$ cat src/rtl/axi_pkg.sv
// rtl/axi_pkg.sv - AXI channel types, widths and response codes
//
// Purpose: shared AXI4 channel structs, resp_t/len_t types and RESP_*
// constants for the error slave.
// Ports: none (package).

package axi_pkg;

  localparam int unsigned IdWidth   = 4;
  localparam int unsigned AddrWidth = 32;
  localparam int unsigned DataWidth = 64;
  localparam int unsigned StrbWidth = DataWidth / 8;

  typedef logic [1:0]           resp_t;
  typedef logic [7:0]           len_t;
  typedef logic [IdWidth-1:0]   id_t;
  typedef logic [AddrWidth-1:0] addr_t;
  typedef logic [DataWidth-1:0] data_t;
  typedef logic [StrbWidth-1:0] strb_t;

  localparam resp_t RESP_OKAY   = 2'b00;
  localparam resp_t RESP_EXOKAY = 2'b01;
  localparam resp_t RESP_SLVERR = 2'b10;
  localparam resp_t RESP_DECERR = 2'b11;

  typedef struct packed {
    id_t        id;
    addr_t      addr;
    len_t       len;
    logic [2:0] size;
    logic [1:0] burst;
    logic [5:0] atop;
  } aw_chan_t;

  typedef struct packed {
    data_t data;
    strb_t strb;
    logic  last;
  } w_chan_t;

  typedef struct packed {
    id_t   id;
    resp_t resp;
  } b_chan_t;

  typedef struct packed {
    id_t        id;
    addr_t      addr;
    len_t       len;
    logic [2:0] size;
    logic [1:0] burst;
  } ar_chan_t;

  typedef struct packed {
    id_t   id;
    data_t data;
    resp_t resp;
    logic  last;
  } r_chan_t;

endpackage

$ cat src/rtl/axi_err_slv_fifo.sv
// rtl/axi_err_slv_fifo.sv - outstanding write-id FIFO with same-cycle push/pop
//
// Purpose: Depth-entry FIFO holding ids of accepted AW beats awaiting their
// last W beat.
// Ports:
//   clk_i, rst_ni     clock, asynchronous active-low reset
//   push_i, data_i    write an entry (caller guarantees not full unless pop_i)
//   pop_i, data_o     remove head entry; data_o shows head (valid if !empty_o)
//   full_o, empty_o   occupancy flags

module axi_err_slv_fifo #(
  parameter int unsigned Depth = 4,
  parameter int unsigned Width = 4
) (
  input  logic             clk_i,
  input  logic             rst_ni,
  input  logic             push_i,
  input  logic [Width-1:0] data_i,
  input  logic             pop_i,
  output logic [Width-1:0] data_o,
  output logic             full_o,
  output logic             empty_o
);

  localparam int unsigned PtrW = (Depth > 1) ? $clog2(Depth) : 1;
  localparam int unsigned CntW = $clog2(Depth + 1);
  localparam logic [PtrW-1:0] LastIdx = PtrW'(Depth - 1);
  localparam logic [CntW-1:0] FullCnt = CntW'(Depth);

  logic [Width-1:0] mem_q [Depth];
  logic [PtrW-1:0]  wr_q, rd_q;
  logic [CntW-1:0]  cnt_q;

  assign full_o  = (cnt_q == FullCnt);
  assign empty_o = (cnt_q == '0);
  assign data_o  = mem_q[rd_q];

  always_ff @(posedge clk_i or negedge rst_ni) begin
    if (!rst_ni) begin
      wr_q  <= '0;
      rd_q  <= '0;
      cnt_q <= '0;
    end else begin
      if (push_i) wr_q <= (wr_q == LastIdx) ? '0 : wr_q + 1'b1;
      if (pop_i)  rd_q <= (rd_q == LastIdx) ? '0 : rd_q + 1'b1;
      if (push_i && !pop_i)      cnt_q <= cnt_q + 1'b1;
      else if (pop_i && !push_i) cnt_q <= cnt_q - 1'b1;
    end
  end

  // Storage needs no reset: entries are only read once counted in cnt_q.
  always_ff @(posedge clk_i) begin
    if (push_i) mem_q[wr_q] <= data_i;
  end

endmodule

$ cat src/rtl/axi_err_slv.sv
// rtl/axi_err_slv.sv - AXI slave answering every transaction with an error
//
// Purpose: accepts all AXI writes/reads and responds with Resp on B and R;
// R data is the constant RespData. Optional macro AXI_ERR_SLV_ATOP_EN adds
// an R burst for atomic AWs (aw_i.atop[5]=1).
// Ports:
//   clk_i, rst_ni                      clock, asynchronous active-low reset
//   aw_valid_i/aw_ready_o/aw_i         AW channel
//   w_valid_i/w_ready_o/w_i            W channel (data/strb discarded)
//   b_valid_o/b_ready_i/b_o            B channel
//   ar_valid_i/ar_ready_o/ar_i         AR channel
//   r_valid_o/r_ready_i/r_o            R channel

module axi_err_slv
  import axi_pkg::*;
#(
  parameter resp_t       Resp     = axi_pkg::RESP_DECERR,
  parameter logic [63:0] RespData = 64'hCA11AB1EBADCAB1E,
  parameter int unsigned MaxTrans = 4
) (
  input  logic     clk_i,
  input  logic     rst_ni,
  input  logic     aw_valid_i,
  output logic     aw_ready_o,
  input  aw_chan_t aw_i,
  input  logic     w_valid_i,
  output logic     w_ready_o,
  input  w_chan_t  w_i,
  output logic     b_valid_o,
  input  logic     b_ready_i,
  output b_chan_t  b_o,
  input  logic     ar_valid_i,
  output logic     ar_ready_o,
  input  ar_chan_t ar_i,
  output logic     r_valid_o,
  input  logic     r_ready_i,
  output r_chan_t  r_o
);

  typedef enum logic {R_IDLE, R_SEND} r_state_e;

  r_state_e state_q, state_d;
  id_t      r_id_q, r_id_d;
  len_t     cnt_q, cnt_d;

  logic fifo_full, fifo_empty, push, pop;
  id_t  fifo_id;
  logic b_valid_q;
  id_t  b_id_q;

  logic atop_block, atop_take, atop_valid_q;
  id_t  atop_id_q;
  len_t atop_len_q;

  // ---------------- write path ----------------
  assign w_ready_o = ~fifo_empty & ~b_valid_q;
  assign pop       = w_valid_i & w_ready_o & w_i.last;
  // A full FIFO still takes an AW when the head is leaving this cycle.
  assign aw_ready_o = rst_ni & (~fifo_full | pop) & ~atop_block;
  assign push       = aw_valid_i & aw_ready_o;

  axi_err_slv_fifo #(
    .Depth (MaxTrans),
    .Width (IdWidth)
  ) i_fifo (
    .clk_i   (clk_i),
    .rst_ni  (rst_ni),
    .push_i  (push),
    .data_i  (aw_i.id),
    .pop_i   (pop),
    .data_o  (fifo_id),
    .full_o  (fifo_full),
    .empty_o (fifo_empty)
  );

  // pop cannot coincide with b_valid_q because w_ready_o is low then.
  always_ff @(posedge clk_i or negedge rst_ni) begin
    if (!rst_ni) begin
      b_valid_q <= 1'b0;
      b_id_q    <= '0;
    end else if (pop) begin
      b_valid_q <= 1'b1;
      b_id_q    <= fifo_id;
    end else if (b_valid_q && b_ready_i) begin
      b_valid_q <= 1'b0;
    end
  end

  assign b_valid_o = b_valid_q;
  assign b_o       = '{id: b_id_q, resp: Resp};

  // ---------------- atomic register ----------------
`ifdef AXI_ERR_SLV_ATOP_EN
  assign atop_block = atop_valid_q & aw_i.atop[5];

  // Take and fill never collide: a fill needs atop_block low, i.e. empty.
  always_ff @(posedge clk_i or negedge rst_ni) begin
    if (!rst_ni) begin
      atop_valid_q <= 1'b0;
      atop_id_q    <= '0;
      atop_len_q   <= '0;
    end else if (push && aw_i.atop[5]) begin
      atop_valid_q <= 1'b1;
      atop_id_q    <= aw_i.id;
      atop_len_q   <= aw_i.len;
    end else if (atop_take) begin
      atop_valid_q <= 1'b0;
    end
  end
`else
  assign atop_block   = 1'b0;
  assign atop_valid_q = 1'b0;
  assign atop_id_q    = '0;
  assign atop_len_q   = '0;
`endif

  // ---------------- read path ----------------
  always_ff @(posedge clk_i or negedge rst_ni) begin
    if (!rst_ni) begin
      state_q <= R_IDLE;
      r_id_q  <= '0;
      cnt_q   <= '0;
    end else begin
      state_q <= state_d;
      r_id_q  <= r_id_d;
      cnt_q   <= cnt_d;
    end
  end

  always_comb begin
    state_d    = state_q;
    r_id_d     = r_id_q;
    cnt_d      = cnt_q;
    atop_take  = 1'b0;
    ar_ready_o = 1'b0;
    r_valid_o  = 1'b0;
    r_o        = '0;
    case (state_q)
      R_IDLE: begin
        // A pending atomic burst wins over a new AR.
        if (atop_valid_q) begin
          atop_take = 1'b1;
          r_id_d    = atop_id_q;
          cnt_d     = atop_len_q;
          state_d   = R_SEND;
        end else begin
          ar_ready_o = rst_ni;
          if (ar_valid_i && rst_ni) begin
            r_id_d  = ar_i.id;
            cnt_d   = ar_i.len;
            state_d = R_SEND;
          end
        end
      end
      R_SEND: begin
        r_valid_o = 1'b1;
        r_o       = '{id: r_id_q, data: RespData, resp: Resp, last: (cnt_q == '0)};
        if (r_ready_i) begin
          if (cnt_q == '0) state_d = R_IDLE;
          else             cnt_d   = cnt_q - 1'b1;
        end
      end
      default: state_d = R_IDLE;
    endcase
  end

  // Address, size, burst, W data/strb carry no meaning for an error slave.
  logic unused_bits;
  assign unused_bits = ^{aw_i, w_i, ar_i, atop_take};

endmodule

$ cat config.mk
export PLATFORM = sky130hd
export DESIGN_NAME = axi_err_slv
export DESIGN_NICKNAME = d
export VERILOG_FILES = /design/src/rtl/axi_pkg.sv /design/src/rtl/axi_err_slv_fifo.sv /design/src/rtl/axi_err_slv.sv
export SDC_FILE = /design/constraint.sdc
export NUM_CORES = 1
export LEC_CHECK = 0
export ABC_AREA = 0
export CAP_MARGIN = 5
export CORE_ASPECT_RATIO = 0.75
export CORE_MARGIN = 3
export CORE_UTILIZATION = 30
export CTS_BUF_LIST = sky130_fd_sc_hd__clkbuf_8
export DETAILED_ROUTE_END_ITERATION = 8
export GPL_ROUTABILITY_DRIVEN = 0
export HOLD_SLACK_MARGIN = 0.15
export PLACE_DENSITY_LB_ADDON = 0.25
export SYNTH_ARGS = -nofsm -noshare
export SYNTH_HDL_FRONTEND = slang
export SYNTH_SLANG_ARGS = --single-unit
$ cat constraint.sdc
create_clock -name clk_i -period 2.3 [get_ports clk_i]
set_input_delay 0.69 -clock clk_i [delete_from_list [all_inputs] [get_ports clk_i]]
set_output_delay 0.69 -clock clk_i [all_outputs]
set_load 0.03 [all_outputs]
After elaboration in Yosys (flattened, before gate mapping). Memories as Yosys holds them, arrays and structs flattened. A register that Yosys moved wholly into a read port is not among the register bits. Index checks and enable logic that the tools add are counted.

Logic and storage cells: 61. Memory bits (writable): 16. Flip-flop bits (word level): 21. Memories: 1.

Equal/unequal tests: 6. Mux-type cells: 19. Add/subtract/negate cells: 5. Reductions and logical operators: 13. Bitwise operators: 10.

Memory list: i_fifo.mem_q (depth 4, width 4, read ports 1, clocked after memory_dff 1, write ports 1, line axi_err_slv_fifo.sv:30) `logic [Width-1:0] mem_q [Depth];`.

Operators with widths (count): 71-bit 2-to-1 mux (1); 8-bit 2-to-1 mux (3); 8-bit one-hot mux with 2 select lines (1); 1-bit 2-to-1 mux (9); 8-bit logical NOT (1); 8-bit by 1-bit subtractor with 8-bit output, second input constant (1); 3-bit 2-to-1 mux (2); 2-bit != test, second input constant (3); 1-bit AND (5); 2-bit by 1-bit adder with 2-bit output, second input constant (2); 2-bit equality test, second input constant (2); 1-bit logical AND (4); 2-bit 2-to-1 mux (2); 1-bit inverter (4); 2-bit nonzero test (2); 3-bit by 1-bit adder with 3-bit output, second input constant (1); 3-bit equality test, second input constant (1); 1-bit logical NOT (3); 3-bit logical NOT (1); 3-bit AND reduction (1); 3-bit by 1-bit subtractor with 3-bit output, second input constant (1); 1-bit one-hot mux with 2 select lines (1); 2-bit AND reduction (1); 1-bit OR (1).

Logic depth before layout (Yosys ltp).
Depth after elaboration: 12. Mapped depth: 9. Mapped depth without buffers: 9.

Modules after synthesis. A second synthesis with hierarchy kept.

Cells, all modules: 240. Area, all modules: 2511.2 µm².

By module, submodules not included: axi_err_slv (instances 1, sequential area each 450.4 µm², cells each 182, area each 1516.5 µm²); axi_err_slv_fifo (instances 1, sequential area each 655.6 µm², cells each 58, area each 994.7 µm²).

Worst setup path before layout. OpenSTA, ideal clock, no wires.

Path kind: flip-flop to output port. Start: register state_q. End: output port r_o[0] (netlist bit). Arrival: 1760 ps. Cell stages (with the launch flop): 3. Required time: 1610 ps. Setup slack: -150 ps. Path through: dfrtp_1 > clkbuf_1 > and3_1.

RTL lines: start, declared (line axi_err_slv.sv:42) `r_state_e state_q, state_d;`; start signal, assigned (line axi_err_slv.sv:124) `state_q <= state_d;`; end, declared (line axi_err_slv.sv:37) `output r_chan_t r_o`.

==> results.cfg <==
[drt]
wire_per_inst_um = 13.03
vias = 1685
postRouteAntennaNets = 0
dr.pass1.iters = 4
avgViaCountPerCell = 4.277
drtIter0Drc = 42
routed_wl_um = 5134
drc = 0

[power_and_ir_drop]
p_leak_nw = 1.420
ir_worst_vdd_mv = 0.4483
power_density_nw_per_um2 = 1157

[grt]
grt_antenna_before_repair = 0
track_usage = 0.1048
grt_max_degree = 41
grt_pass1_vias = 1508
grt-ovfl-total = 0
grt_pass1_wl_um = 7983

[cts]
hold_buffers = 0
cts.htree.levels = 2
cts_tree = done
clock_sinks = 41
ctsRootBufferMaster = clkbuf_8
worstSkewPairLatency_ns = 0.29
cts.clk_slew.worst_paths_ns = 0.08
numCtsBuffers = 5
cts_buffer_depth = 2

[timing]
fin_setup_tns_ns = 0
fmax_mhz = 455.7
skew_ns = 0.007742
postLayoutSetupSlackWorst_ns = 0.1058
hold_viol_final = 0
fin_hold_ws_ns = 0.4719
rsz0062_at_grt = false
setup_viol = 0
slew_viol_final = 0
period_minus_slack_ns = 2.194
fin_crit_sh = 0.9540

[die]
die_h_um = 86.66
ios = 266
fp-row-count = 28
chipWidth_um = 113.6
dieArea_um2 = 9840
start_util = 0.3188
core_area_um2 = 8163

[placement]
place_area_um2 = 3054
dp_slack_ns = -0.5609
place_inst = 381
dp_hpwl_um = 3949
io_buffers = 73

[yosys]
synth-warning-count = 0
synth_top_area_frac = 0.2404
synthArstFlopShare = 0.6098
synth_edf_count = 16
ys_seq_area_frac = 0.4250
synth_top_area_cell = dfrtp_1
syn_avg_cell_area_um2 = 11.22
synth.area.top_cells = dfrtp_1, buf_4, edfxtp_1
synthDistinctLibCells = 49
synth_top_flop_cell = dfrtp_1
syn_area_um2 = 2602
netlist_instances = 232
ys_ff_latch = 41

[final_layout]
regArea_um2 = 1107
stdcell_count = 394
layout_common_cells = buf_4, conb_1, dfrtp_1, clkdlybuf4s50_1
nets = 481
design_area_um2 = 3202
n_antenna_cell = 0
nFillCells = 799
multiInputGateArea_um2 = 1072
area_delta_synth_final_pct = 23.03
drive_gt1_frac = 0.3460
layout_commonest_cell = buf_4

[worst_setup_path]
crit_fanout = 4
startpoint_type = register
worstPathRequired_ns = 1.61
worst-setup-path-type = reg -> out
critPathCaptureType = output pin
worst_ep_arrival_time_ns = 1.50

[run]
max_cap_viol_count = 0

[status]
status = finished, final reports clean

[min_path]
min_path_type = reg -> reg
## metrics by stage
step / total power [mW] / utilization
floorplan: 2.742 / -
global placement: 3.195 / 0.3742
detailed placement: 3.219 / 0.3742
CTS: 3.674 / 0.3855
global route: 3.979 / 0.3922
finish: 3.704 / 0.3922
## power breakdown
group	total, mW	switching [mW]	leakage, nW	internal (mW)
registers	1.31	0.303	0.440	1.01
clock network	0.448	0.244	0.0377	0.204
logic	1.94	1.07	0.942	0.879
total	3.70	1.61	1.42	2.09
## state kept, by name, summed over array words and instances (netlist names)
register      cells
b_id_q            4
cnt_q             8
i_fifo.rd_q       2
i_fifo.cnt_q      3
state_q           1
i_fifo.wr_q       2
i_fifo.mem_q     16
b_valid_o         1
r_id_q            4
## worst max-delay path, stage by stage (launching register included)
cell,delay (ns)
dfrtp_1,0.39
inv_1,0.12
ha_4,0.16
nor3b_4,0.20
and3_4,0.20
buf_4,0.15
## synth_stat cells, types with 2 or more instances
| library cell | count |
|---|---|
| clkbuf_1 | 2 |
| mux2_2 | 8 |
| a311oi_4 | 2 |
| ha_1 | 7 |
| mux4_2 | 4 |
| a32o_1 | 2 |
| a21oi_1 | 2 |
| nor2_1 | 13 |
| nand3_1 | 2 |
| nor2b_1 | 2 |
| buf_4 | 68 |
| nand2_1 | 16 |
| mux2_1 | 2 |
| xor2_1 | 2 |
| a22oi_1 | 3 |
| mux2i_1 | 3 |
| inv_1 | 9 |
| and2_1 | 9 |
| nand3b_4 | 2 |
| dfrtp_1 | 25 |
| nor3_1 | 2 |
| edfxtp_1 | 16 |
| o21ai_0 | 3 |
| conb_1 | 2 |
| buf_2 | 2 |
## cell families (layout without fill, tap and decap cells)
kind of cell / Yosys count / in the layout / share of synthesized area
buf+inv: 82 / 109 / 0.2173
simple gates: 58 / 58 / 0.1399
flops: 41 / 41 / 0.4250
compound gates: 21 / 21 / 0.07404
mux: 17 / 17 / 0.08943
fa+ha+maj: 8 / 8 / 0.04134
xor+xnor: 3 / 3 / 0.01010
other cells: 2 / 32 / 0.002886
## final cells by class
cell class | instances | share of cell area
Timing Repair Buffer | 93 | 0.2427
Multi-Input combinational cell | 139 | 0.3349
Inverter | 9 | 0.01055
Clock inverter | 2 | 0.003517
Clock buffer | 5 | 0.02149
Tap cell | 105 | 0.04103
Sequential cell | 41 | 0.3458
## final timing paths
kind	startpoint	to	slack [ns]	depth (start not counted)
worst max-delay path	cnt_q[1]	r_o[0]	0.11	5
worst min-delay path	r_id_q[3]	r_id_q[3]	0.47	2
worst max register to register	i_fifo.cnt_q[0]	i_fifo.cnt_q[2]	0.25	8
worst min register to register	r_id_q[3]	r_id_q[3]	0.47	2
max in group asynchronous	rst_ni	state_q	1.50	2
min in group asynchronous	rst_ni	b_id_q[3]	0.50	2
## what timing repair did
item / 4_1_cts / 5_1_grt
setup buffers: 2 / 4
pin swaps: 2 / 6
gates resized for setup: 5 / 9
endpoints found under the setup margin: 7 / 5
## per-layer routing
| layer | GRT usage | part of all wire | vias up |
|---|---|---|---|
| li1 | - | - | 812 |
| met1 | 0.1475 | 0.47 | 792 |
| met2 | 0.1539 | 0.44 | 73 |
| met3 | 0.02582 | 0.081 | 8 |
| met4 | 0.04258 | 0.016 | 0 |
| met5 | 0 | 0 | - |
No activity file was read; power rests on OpenSTA's default activity.
